`config.mk`:
```
export PLATFORM = sky130hd
export DESIGN_NAME = req_capture_rr_flat
export DESIGN_NICKNAME = d
export VERILOG_FILES = /design/src/rtl/req_capture_rr_if.sv /design/src/rtl/req_capture_rr.sv /design/src/flat_wrapper.sv
export SDC_FILE = /design/constraint.sdc
export NUM_CORES = 1
export LEC_CHECK = 0
export BUFFER_PORTS_ARGS = -buffer_cell sky130_fd_sc_hd__buf_4
export CORE_MARGIN = 2
export CORE_UTILIZATION = 35
export CTS_CLUSTER_DIAMETER = 60
export DETAILED_ROUTE_END_ITERATION = 12
export PLACE_DENSITY = 0.61
export SLEW_MARGIN = 10
export SYNTH_ARGS = -nofsm -noshare
export SYNTH_HDL_FRONTEND = slang
export SYNTH_SLANG_ARGS = --single-unit
```
`constraint.sdc`:
```
create_clock -name clk -period 8.7 [get_ports clk]
set_input_delay 0.435 -clock clk [delete_from_list [all_inputs] [get_ports clk]]
set_output_delay 0.435 -clock clk [all_outputs]
set_load 0.01 [all_outputs]
```
`src/rtl/req_capture_rr_if.sv`:
```
// rtl/req_capture_rr_if.sv - grant offer handshake between req_capture_rr and its consumer
interface req_capture_rr_if #(
    parameter int N = 3
);
    logic                 out_valid;
    logic                 out_ready;
    logic [(1<<N)-1:0]    grant_onehot;
    logic [N-1:0]         grant_idx;

    modport master (
        output out_valid,
        output grant_onehot,
        output grant_idx,
        input  out_ready
    );

    modport slave (
        input  out_valid,
        input  grant_onehot,
        input  grant_idx,
        output out_ready
    );
endinterface

```
`src/rtl/req_capture_rr.sv`:
```
// rtl/req_capture_rr.sv - latch request pulses and offer one pending source per round-robin
module req_capture_rr #(
    parameter int N = 3
) (
    input  logic                 clk,
    input  logic                 rst_n,
    input  logic [(1<<N)-1:0]    req_in,
    req_capture_rr_if.master     grant,
    output logic [(1<<N)-1:0]    pending,
    output logic                 overflow
);
    localparam int W = 1 << N;

    typedef enum logic {
        IDLE  = 1'b0,
        OFFER = 1'b1
    } state_t;

    state_t         state_q, state_n;
    logic [N-1:0]   ptr_q, ptr_n;
    logic [W-1:0]   pending_q, pending_n;
    logic           overflow_q, overflow_n;
    logic           valid_q, valid_n;
    logic [W-1:0]   onehot_q, onehot_n;
    logic [N-1:0]   idx_q, idx_n;

    logic [W-1:0]   clr;
    logic           accept;
    logic           found;
    logic [N-1:0]   sel;
    logic [N-1:0]   cand;

    // First pending bit at or after ptr, wrapping through the N-bit index space.
    always_comb begin
        found = 1'b0;
        sel   = '0;
        cand  = '0;
        for (int k = 0; k < W; k++) begin
            cand = ptr_q + N'(k);
            if (!found && pending_q[cand]) begin
                found = 1'b1;
                sel   = cand;
            end
        end
    end

    always_comb begin
        state_n  = state_q;
        ptr_n    = ptr_q;
        valid_n  = valid_q;
        onehot_n = onehot_q;
        idx_n    = idx_q;
        clr      = '0;
        accept   = 1'b0;

        case (state_q)
            IDLE: begin
                if (found) begin
                    onehot_n      = '0;
                    onehot_n[sel] = 1'b1;
                    idx_n         = sel;
                    valid_n       = 1'b1;
                    state_n       = OFFER;
                end
            end
            OFFER: begin
                accept = grant.out_ready;
                if (accept) begin
                    clr      = onehot_q;
                    ptr_n    = idx_q + N'(1);
                    valid_n  = 1'b0;
                    onehot_n = '0;
                    idx_n    = '0;
                    state_n  = IDLE;
                end
            end
            default: state_n = IDLE;
        endcase

        // A request landing on the bit being cleared is a fresh request, not a duplicate.
        pending_n  = (pending_q & ~clr) | req_in;
        overflow_n = |(req_in & pending_q & ~clr);
    end

    always_ff @(posedge clk) begin
        if (!rst_n) begin
            state_q    <= IDLE;
            ptr_q      <= '0;
            pending_q  <= '0;
            overflow_q <= 1'b0;
            valid_q    <= 1'b0;
            onehot_q   <= '0;
            idx_q      <= '0;
        end else begin
            state_q    <= state_n;
            ptr_q      <= ptr_n;
            pending_q  <= pending_n;
            overflow_q <= overflow_n;
            valid_q    <= valid_n;
            onehot_q   <= onehot_n;
            idx_q      <= idx_n;
        end
    end

    assign grant.out_valid    = valid_q;
    assign grant.grant_onehot = onehot_q;
    assign grant.grant_idx    = idx_q;
    assign pending            = pending_q;
    assign overflow           = overflow_q;
endmodule

```
`src/flat_wrapper.sv`:
```
// flat-port wrapper written by rule: the top's interface ports become plain ports
module req_capture_rr_flat 
#(
    parameter int N = 3
)
  (clk, rst_n, req_in, pending, overflow, grant_out_valid, grant_grant_onehot, grant_grant_idx, grant_out_ready);
  req_capture_rr_if #(.N(N)) grant_i ();
  input  logic clk;
  input  logic rst_n;
  input  logic [(1<<N)-1:0] req_in;
  output logic [(1<<N)-1:0] pending;
  output logic overflow;
  output wire logic [$bits(grant_i.out_valid)-1:0] grant_out_valid;
  output wire logic [$bits(grant_i.grant_onehot)-1:0] grant_grant_onehot;
  output wire logic [$bits(grant_i.grant_idx)-1:0] grant_grant_idx;
  input wire logic [$bits(grant_i.out_ready)-1:0] grant_out_ready;
  assign grant_out_valid = grant_i.out_valid;
  assign grant_grant_onehot = grant_i.grant_onehot;
  assign grant_grant_idx = grant_i.grant_idx;
  assign grant_i.out_ready = grant_out_ready;
  req_capture_rr #(.N(N)) u_core (.clk(clk), .rst_n(rst_n), .req_in(req_in), .grant(grant_i), .pending(pending), .overflow(overflow));
endmodule
```
==> qor.yml, run 1 <==
root_buffer: "clkbuf_8"
synthCells: 206
synthTopCellsByArea: "dfxtp_1 26%, mux4_2 14%, mux2i_1 6.8%"
synth_cell_types: 48
p_per_area_mw_per_mm2: 182
cts_num_sinks: 25
n_antenna_cell: 0
coreArea_mm2: 0.00517
postLayoutCoreUtil: 0.427
wirelength_mm: 5.25
yosysTopAreaCell: "dfxtp_1"
viasPerCell: 5.97
seqCellArea_um2: 500
cts_resized: 0
yosysWarnings: 0
min_period_ns: 4.05
syn2layout_area_growth_pct: 16.2
cts_tree: "done"
yosys.area.top_type_share: 0.263
period_share: 0.465
synth-edff-count: 0
power_mw: 0.403
antenna_found_initial: 0
routedWlPerCell_um: 17.4
hold_viol_final: 0
drt_iter0_markers: 143
grt_first_pass_wirelength_mm: 8.67
worst_slew_pin_slew_ns: 0.860
ir_drop_mv: 0.102
gr-total-overflow: 0
synth_ff_type: "dfxtp_1"
die_x_um: 77.7
start_util: 0.368
required_ns: 8.87
ios: 32
grt_pass1_vias: 1757
htree_levels: 1
syn_avg_cell_area_um2: 9.23
slew_violations: 0
multi_input_area_mm2: 0.00133
place_hpwl_mm: 3.92
final_cells: 302
status: "completed"
cp_max_fo: 19
leakage_nw: 0.857
place_inst: 298
cts_hold_buf: 0
clk_path_buf_depth: 2
die-area_mm2: 0.00604
place_ws_ns: 4.69
clk-insertion-delay-late_ns: 0.27
numCtsBuffers: 3
portBuffers: 31
syn_nets: 220
fin_nets: 247
postCtsSetupRepairBufs: 0
mappedNetlistArea_mm2: 0.00190
max_freq_mhz: 247
rsz0062_at_grt: "false"
drc: 0
clkSlewWorstSetupHoldPaths_ns: 0.08
whs_ns: 0.381
skew_ns: 0.00365
fp-row-count: 26
grt_start_max_net_pins: 20
fin_ws_ns: 4.65
relSlewSlack: 0.426
fill_cells: 518
cp_data_arrival_time_ns: 4.22
cap_violations: 0
num_vias: 1802
die_y_um: 77.7
track_usage: 0.178
worstSetupPathType: "reg2reg"
tns_ns: 0
ant_nets: 0
async_flop_share: 0
end_kind: "flop"
place_congestion: 0.799
ys_seq_area_frac: 0.263
drive_gt1_frac: 0.237
ys_ff_latch: 25
first_pass_iters: 4
min_path_type: "in2reg"
fin_area_mm2: 0.00221
crit_path_start_kind: "flop"
setup_viol_count_final: 0
dpl-instance-area_mm2: 0.00217
==> routing by layer <==
metal | GRT usage | routed length, um | up-vias
li1 | - | - | 849
met1 | 0.227 | 2290 | 878
met2 | 0.297 | 2560 | 64
met3 | 0.0244 | 283 | 11
met4 | 0.0839 | 114 | 0
met5 | 0 | 0 | -
==> area by class of cell <==
class	count	share of cell area
Multi-Input combinational cell	167	0.600
Sequential cell	25	0.226
Timing Repair Buffer	31	0.105
Tap cell	70	0.0396
Clock buffer	4	0.0204
Inverter	5	0.00849
==> cells by family after synthesis <==
| kind of cell | count (synthesis) | synth area share |
|---|---|---|
| buffers and inverters | 14 | 0.0395 |
| adders and majority gates | 3 | 0.0197 |
| xor gates and xnor gates | 6 | 0.0316 |
| DFF | 25 | 0.263 |
| AOI/OAI and AO/OA | 60 | 0.241 |
| and+or+nand+nor | 71 | 0.180 |
| muxes | 27 | 0.224 |
==> critical path: stages (launching register included) <==
cell,delay [ns]
dfxtp_1,0.81
inv_2,0.25
ha_1,0.74
mux4_2,0.64
mux2i_1,0.34
nor2b_1,0.24
a211oi_1,0.09
o21ai_0,0.31
a21oi_1,0.22
o41ai_1,0.32
==> flip-flops by register name, indices dropped and copies added (netlist names) <==
register,flops
u_core.grant.grant_onehot,8
u_core.grant.grant_idx,3
u_core.pending,8
u_core.overflow,1
u_core.state_q,1
u_core.ptr_q,3
u_core.grant.out_valid,1
==> cell usage after synthesis (2+ instances only) <==
master	n
mux2i_1	13
xnor2_1	3
and2_1	4
and3_1	4
xor2_1	2
a21o_1	3
nand3_1	12
o221ai_1	3
a21boi_0	9
a211oi_1	4
a21oi_1	9
ha_1	3
o22ai_1	2
inv_1	4
mux4_2	12
nand4_1	2
dfxtp_1	25
a22oi_1	6
clkbuf_1	2
nor2_1	21
o21a_1	2
buf_2	3
nand2_1	20
o31ai_1	5
nor4_2	2
buf_6	2
o41ai_1	4
o21ai_0	4
nor2b_1	2
==> placed cells by master (no fill, tap or decap), types with 2 or more instances in the layout <==
| cell type | instances |
|---|---|
| buf_4 | 31 |
| dfxtp_1 | 25 |
| nor2_1 | 21 |
| nand2_1 | 20 |
| mux2i_1 | 13 |
| mux4_2 | 12 |
| nand3_1 | 12 |
| a21boi_0 | 9 |
| a21oi_1 | 9 |
| a22oi_1 | 6 |
| o31ai_1 | 5 |
| inv_1 | 4 |
| and2_1 | 4 |
| o21ai_0 | 4 |
| and3_1 | 4 |
| a211oi_1 | 4 |
| o41ai_1 | 4 |
| xnor2_1 | 3 |
| a21o_1 | 3 |
| o221ai_1 | 3 |
| ha_1 | 3 |
| clkbuf_8 | 3 |
| o22ai_1 | 2 |
| nor2b_1 | 2 |
| xor2_1 | 2 |
| nor4_2 | 2 |
| o21a_1 | 2 |
| nand4_1 | 2 |
==> where the power goes <==
group	internal (mW)	total (mW)	switching [mW]
registers	0.127	0.150	0.0229
logic	0.0812	0.185	0.104
clock network	0.0328	0.0684	0.0357
total	0.241	0.403	0.162
==> path summary, 6_finish.rpt <==
path,end,slack [ns],start,cells past startpoint
max,u_core.grant.grant_onehot[5]$_SDFFE_PN0P_,4.65,u_core.ptr_q[0]$_SDFFE_PN0P_,9
max reg2reg,u_core.grant.grant_onehot[5]$_SDFFE_PN0P_,4.65,u_core.ptr_q[0]$_SDFFE_PN0P_,9
min,u_core.pending[6]$_SDFF_PN0_,0.38,req_in[6],3
min reg2reg,u_core.grant.out_valid$_SDFFE_PN0P_,0.47,u_core.grant.out_valid$_SDFFE_PN0P_,2
(Power assumes the default switching activity.)
==> run 2: changes to the inputs <==
- ABC_AREA: default -> 1
- PLACE_DENSITY: 0.61 -> 0.63
- clock period: 8.7 -> 3.5 ns (I/O delays scaled with it)
==> run 2 against run 1 <==
Against the previous run: setup slack worse by 4.1 ns; power up 150%; clock power rose to 2.6 times the previous value; via count grew 1.4%; final area is 2.3% lower; synthesized area down 4.1%; worst hold slack worse by 0.26 ns; die area decreased by 3.9%; flip-flop and latch count did not move; critical path type unchanged; largest power group unchanged; highest routed layer unchanged.
==> qor.yml, run 2 <==
final_cells: 378  # +25%
synthSimpleGateAreaFrac: 0.453  # +0.273
worst_slew_pin_slew_ns: 0.623  # -0.237 ns
required_ns: 3.70  # -5.17 ns
ys_seq_area_frac: 0.274  # +0.0112
die-area_mm2: 0.00581  # -3.9%
max_freq_mhz: 344  # +39%
synth-edff-count: 0  # unchanged
place_congestion: 0.919  # +15%
drc: 0  # unchanged
r2r-end: "u_core.grant.grant_onehot[6]$_SDFFE_PN0P_"
drt_iter0_markers: 76  # -47%
syn_avg_cell_area_um2: 6.61  # -28%
r2r_cells: 17  # +8
layout_commonest_cell: "nand2_1"
synth.most_common_cell: "nand2_1"
wirelength_mm: 4.63  # -12%
worstSetupPathType: "reg2reg"
hold_start: "req_in[7]"
async_flop_share: 0  # unchanged
coreArea_mm2: 0.00507  # -1.9%
synth_ff_type: "dfxtp_1"
p_per_area_mw_per_mm2: 460  # +150%
fill_cells: 573  # +11%
cap_violations: 0  # unchanged
drive_gt1_frac: 0.224  # -0.0130
yosysWarnings: 0  # unchanged
clkSlewWorstSetupHoldPaths_ns: 0.09  # about the same
rrSetupSlack_ns: 0.60  # -4.06 ns
period_share: 0.830  # +0.365
end_kind: "flop"
cts_tree: "done"
skew_ns: 0.00577  # +0.00212 ns
postCtsSetupRepairBufs: 0  # unchanged
slew_violations: 0  # unchanged
ir_drop_mv: 0.224  # +120%
numCtsBuffers: 3  # unchanged
place_hpwl_mm: 3.76  # -4.1%
status: "completed"
yosys.area.top_type_share: 0.274  # +0.0112
crit_path_start_kind: "flop"
viasPerCell: 4.83  # -19%
ys_ff_latch: 25  # unchanged
cp_data_arrival_time_ns: 3.11  # -1.11 ns
yosysTopAreaCell: "dfxtp_1"
cts_num_sinks: 25  # unchanged
r2r_start: "u_core.ptr_q[1]$_SDFFE_PN0P_"
final_cell_mix: "68 x nand2_1, 39 x nand3_1, 39 x nor2_1"
num_vias: 1827  # +1.4%
setup_viol_count_final: 0  # unchanged
clk-insertion-delay-late_ns: 0.27  # about the same
place_inst: 374  # +26%
ios: 32  # unchanged
relSlewSlack: 0.584  # +0.158
die_x_um: 76.2  # -2.0%
synthTopCellsByArea: "dfxtp_1 27%, nand2_1 14%, nand3_1 11%"
grt_first_pass_wirelength_mm: 7.80  # -10%
crit_path_end: "u_core.grant.grant_onehot[6]$_SDFFE_PN0P_"
cp_slowest_cell: "dfxtp_1"
antenna_found_initial: 0  # unchanged
max_stage_delay_ns: 0.60  # -0.21 ns
first_pass_iters: 4  # unchanged
synth_compound_area_frac: 0.103  # -0.139
synth_cell_types: 35  # -27%
syn2layout_area_growth_pct: 18.4
die_y_um: 76.2  # -2.0%
syn_nets: 290  # +32%
mappedNetlistArea_mm2: 0.00182  # -4.1%
root_buffer: "clkbuf_8"
synthAdderAreaFrac: 0.0206  # +0.000839
ant_nets: 0  # unchanged
routedWlPerCell_um: 12.2  # -30%
min_period_ns: 2.90  # -1.14 ns
hold_viol_final: 0  # unchanged
rsz0062_at_grt: "false"
crit_start: "u_core.ptr_q[1]$_SDFFE_PN0P_"
n_antenna_cell: 0  # unchanged
start_util: 0.359  # -0.00822
cts_resized: 0  # unchanged
synthCells: 276  # +34%
synthMuxAreaShare: 0  # -0.224
clk_path_buf_depth: 2  # unchanged
grt_pass1_vias: 1745  # -0.68%
cp_max_fo: 10  # -9
htree_levels: 1  # unchanged
synth_top_family_by_area: "simple AND/OR/NAND/NOR gates"
tns_ns: 0  # unchanged
leakage_nw: 1.05  # +23%
cts_hold_buf: 0  # unchanged
synth_xor_area_frac: 0.0439  # +0.0123
track_usage: 0.162  # -0.0158
grt_start_max_net_pins: 20  # unchanged
fin_nets: 323  # +31%
portBuffers: 31  # unchanged
gr-total-overflow: 0  # unchanged
min_path_type: "in2reg"
critical_path.cell_chain: "clkinv_2, ha_1, inv_2, nand3_1, nand3_1, nand2_2, nor2_4, nand4_4, nor2_8, nand3_4, nand2_4, inv_2, nor2_8, inv_4, nor2_2, nor2_1, nor2_1"
fp-row-count: 26  # unchanged
netlist_top_cells_count: "68 x nand2_1, 39 x nand3_1, 39 x nor2_1"
-- run 2: worst min-delay path by stage --
stage	to	slack (ns)	depth (start not counted)
2_1_floorplan	u_core.pending[1]$_SDFF_PN0_	0.30	2
3_3_place_gp	u_core.pending[3]$_SDFF_PN0_	0.40	3
3_5_place_dp	u_core.pending[3]$_SDFF_PN0_	0.40	3
4_1_cts	u_core.pending[2]$_SDFF_PN0_	0.12	3
5_1_grt	u_core.pending[5]$_SDFF_PN0_	0.14	3
6_report	u_core.pending[7]$_SDFF_PN0_	0.12	3
-- run 2: metrics by stage --
stage / setup slack (ns) / utilization / area, um2 / hold slack [ns] / power [mW]
6_report: 0.596 / 0.426 / 2160 / 0.120 / 0.994
5_1_grt: 0.259 / 0.426 / 2160 / 0.141 / 1.08
4_1_cts: 0.624 / 0.426 / 2160 / 0.121 / 0.999
3_5_place_dp: 0.652 / 0.417 / 2110 / 0.402 / 0.824
3_3_place_gp: 0.701 / 0.417 / 2110 / 0.399 / 0.823
2_1_floorplan: 1.16 / - / 1820 / 0.296 / 0.698
-- run 2: kinds of logic after synthesis --
logic type,after synthesis
AOI/OAI and AO/OA,30
adders and majority gates,3
buffers and inverters,44
and+or+nand+nor,170
xor gates and xnor gates,4
DFF,25
-- run 2: final cells by class --
class	instances	area [um2]	share of cell area
multi-input combinational	207	1130	0.524
sequential	25	500	0.232
timing repair buffer	32	240	0.111
inverter	40	154	0.0712
tap	70	87.6	0.0405
clock buffer	3	41.3	0.0191
clock inverter	1	5.00	0.00232
-- run 2: critical path: cells and delay by family (launching register included) --
kind,cells,cell delay (ns)
adders and majority gates,1,0.41
buffers and inverters,4,0.49
DFF,1,0.60
and+or+nand+nor,12,1.35
-- run 2: metal layers --
layer  wire [um]  global-route usage  vias up  part of all wire
li1            -                   -      951                 -
met1        2150               0.217      818              0.46
met2        2150               0.268       46              0.46
met3         215              0.0225       12             0.046
met4         112              0.0600        0             0.024
met5           0                   0        -                 0
-- run 2: where the power goes --
| group | internal (mW) | switching, mW |
|---|---|---|
| Sequential | 0.317 | 0.0340 |
| Clock | 0.0798 | 0.0954 |
| Combinational | 0.170 | 0.298 |
| Total | 0.567 | 0.427 |
==> run 3: changes to the inputs <==
- PLACE_DENSITY: 0.63 -> 0.61
- clock period: 3.5 -> 2.9 ns (I/O delays scaled with it)
==> run 3 against run 2 <==
Against the previous run: largest power group unchanged; global-route usage shrank 0.13 points; first-iteration DRC count grew 54%; setup slack lost 0.21 ns; register-to-register slack lost 0.21 ns; sequential share of layout area shrank 0.34 points; highest routed layer unchanged; count of clock-buffer cells in the layout is the same; clock power grew 24%; via count shrank 1.3%.
==> qor.yml, run 3 (same netlist as run 2, synthesis figures left out) <==
place_hpwl_mm: 3.78  # +0.58%
first_pass_iters: 4  # unchanged
setup_viol_count_final: 0  # unchanged
status: "completed"
cts_num_sinks: 25  # unchanged
clk_path_buf_depth: 2  # unchanged
grt_first_pass_wirelength_mm: 7.84  # +0.53%
viasPerCell: 4.72  # -2.3%
hold_viol_final: 0  # unchanged
cts_tree: "done"
clk-insertion-delay-late_ns: 0.28  # about the same
portBuffers: 31  # unchanged
drive_gt1_frac: 0.234  # +0.00995
clkSlewWorstSetupHoldPaths_ns: 0.10  # about the same
cap_violations: 0  # unchanged
cts_resized: 0  # unchanged
slew_violations: 0  # unchanged
min_path_type: "in2reg"
critical_path.cell_chain: "inv_2, ha_1, inv_2, nand3_1, nand3_1, nand2_2, nor2_4, nand3_1, nand2_1, inv_1, nor2_1, nand3_1, a21oi_1, nand2_1, a21oi_1"
syn2layout_area_growth_pct: 20.2
cp_slowest_cell: "ha_1"
ios: 32  # unchanged
min_period_ns: 2.51  # -0.391 ns
cp_top_family: "simple AND/OR/NAND/NOR gates"
cp_data_arrival_time_ns: 2.72  # -0.39 ns
multi_input_area_mm2: 0.00113  # unchanged
wirelength_mm: 4.57  # -1.3%
power_mw: 1.22  # +23%
r2r_start: "u_core.ptr_q[0]$_SDFFE_PN0P_"
drt_iter0_markers: 117  # +54%
routedWlPerCell_um: 12.0  # -2.4%
crit_start: "u_core.ptr_q[0]$_SDFFE_PN0P_"
skew_ns: 0.0134  # +0.00763 ns
num_vias: 1804  # -1.3%
worstSetupPathType: "reg2reg"
root_buffer: "clkbuf_8"
grt_pass1_vias: 1766  # +1.2%
fin_nets: 327  # +1.2%
die_y_um: 76.2  # unchanged
max_stage_delay_ns: 0.39  # -0.21 ns
required_ns: 3.11  # -0.59 ns
relSlewSlack: 0.653  # +0.0691
coreArea_mm2: 0.00507  # unchanged
crit_path_start_kind: "flop"
hold_start: "req_in[6]"
cp_max_fo: 10  # unchanged
n_antenna_cell: 0  # unchanged
leakage_nw: 1.07  # +1.5%
end_kind: "flop"
drc: 0  # unchanged
seqCellArea_um2: 500  # unchanged
max_freq_mhz: 398  # +16%
ant_nets: 0  # unchanged
ir_drop_mv: 0.370  # +65%
crit_buf_inv: 3  # -1
place_congestion: 0.952  # +3.6%
fill_cells: 586  # +2.3%
fp-row-count: 26  # unchanged
final_cell_mix: "68 x nand2_1, 39 x nand3_1, 39 x nor2_1"
die-area_mm2: 0.00581  # unchanged
start_util: 0.359  # unchanged
postCtsSetupRepairBufs: 0  # unchanged
rsz0062_at_grt: "false"
cp_common_cell: "nand3_1"
cts_hold_buf: 0  # unchanged
antenna_found_initial: 0  # unchanged
worst_slew_pin_slew_ns: 0.517  # -0.106 ns
die_x_um: 76.2  # unchanged
track_usage: 0.161  # -0.00129
p_per_area_mw_per_mm2: 555  # +21%
layout_commonest_cell: "nand2_1"
gr-total-overflow: 0  # unchanged
htree_levels: 1  # unchanged
numCtsBuffers: 3  # unchanged
period_share: 0.867  # +0.0368
tns_ns: 0  # unchanged
grt_start_max_net_pins: 20  # unchanged
run 3: where the power goes:
part / switching (mW) / internal [mW]
Combinational: 0.371 / 0.214
Clock: 0.119 / 0.0976
Sequential: 0.0325 / 0.383
Total: 0.523 / 0.695
run 3: final timing paths:
kind | endpoint | slack (ns) | cells after the start
setup reg to reg | u_core.grant.grant_onehot[0]$_SDFFE_PN0P_ | 0.39 | 15
setup / recovery | u_core.grant.grant_onehot[0]$_SDFFE_PN0P_ | 0.39 | 15
hold reg to reg | u_core.grant.out_valid$_SDFFE_PN0P_ | 0.48 | 2
hold / removal | u_core.pending[6]$_SDFF_PN0_ | 0.09 | 3
run 3: routing by layer:
layer  global-route usage  share of wire  vias to the layer above  routed length (um)
li1                     -              -                      959                   -
met1                0.205           0.48                      803                2170
met2                0.291           0.48                       35                2180
met3               0.0178          0.034                        7                 156
met4               0.0400          0.013                        0                  61
met5                    0              0                        -                   0
run 3: area by class of cell:
type	count	share of cell area
multi-input cells	207	0.516
flip-flops and latches	25	0.228
repair buffers	36	0.123
inverters	40	0.0702
well taps	70	0.0399
clock buffers	3	0.0188
clock inverters	1	0.00342
run 3: worst register-to-register path, cell delays in order, from the launching register on:
cell and delay (ns):
dfxtp_1 0.35, inv_2 0.09, ha_1 0.39, inv_2 0.15, nand3_1 0.13, nand3_1 0.15
nand2_2 0.09, nor2_4 0.13, nand3_1 0.10, nand2_1 0.07, inv_1 0.03, nor2_1 0.13
nand3_1 0.16, a21oi_1 0.23, nand2_1 0.10, a21oi_1 0.12
run 3: through the flow:
| step | hold slack [ns] | utilization | cell area, um2 | worst slack, ns | std cells |
|---|---|---|---|---|---|
| after floorplan | 0.266 | - | 1820 | 0.561 | 276 |
| after global routing | 0.0985 | 0.432 | 2190 | 0.0817 | 382 |
| after global placement | 0.367 | 0.423 | 2140 | 0.422 | 378 |
| final | 0.0927 | 0.432 | 2190 | 0.387 | 382 |
| after detailed placement | 0.373 | 0.423 | 2140 | 0.404 | 378 |
| after CTS | 0.0937 | 0.432 | 2190 | 0.378 | 382 |
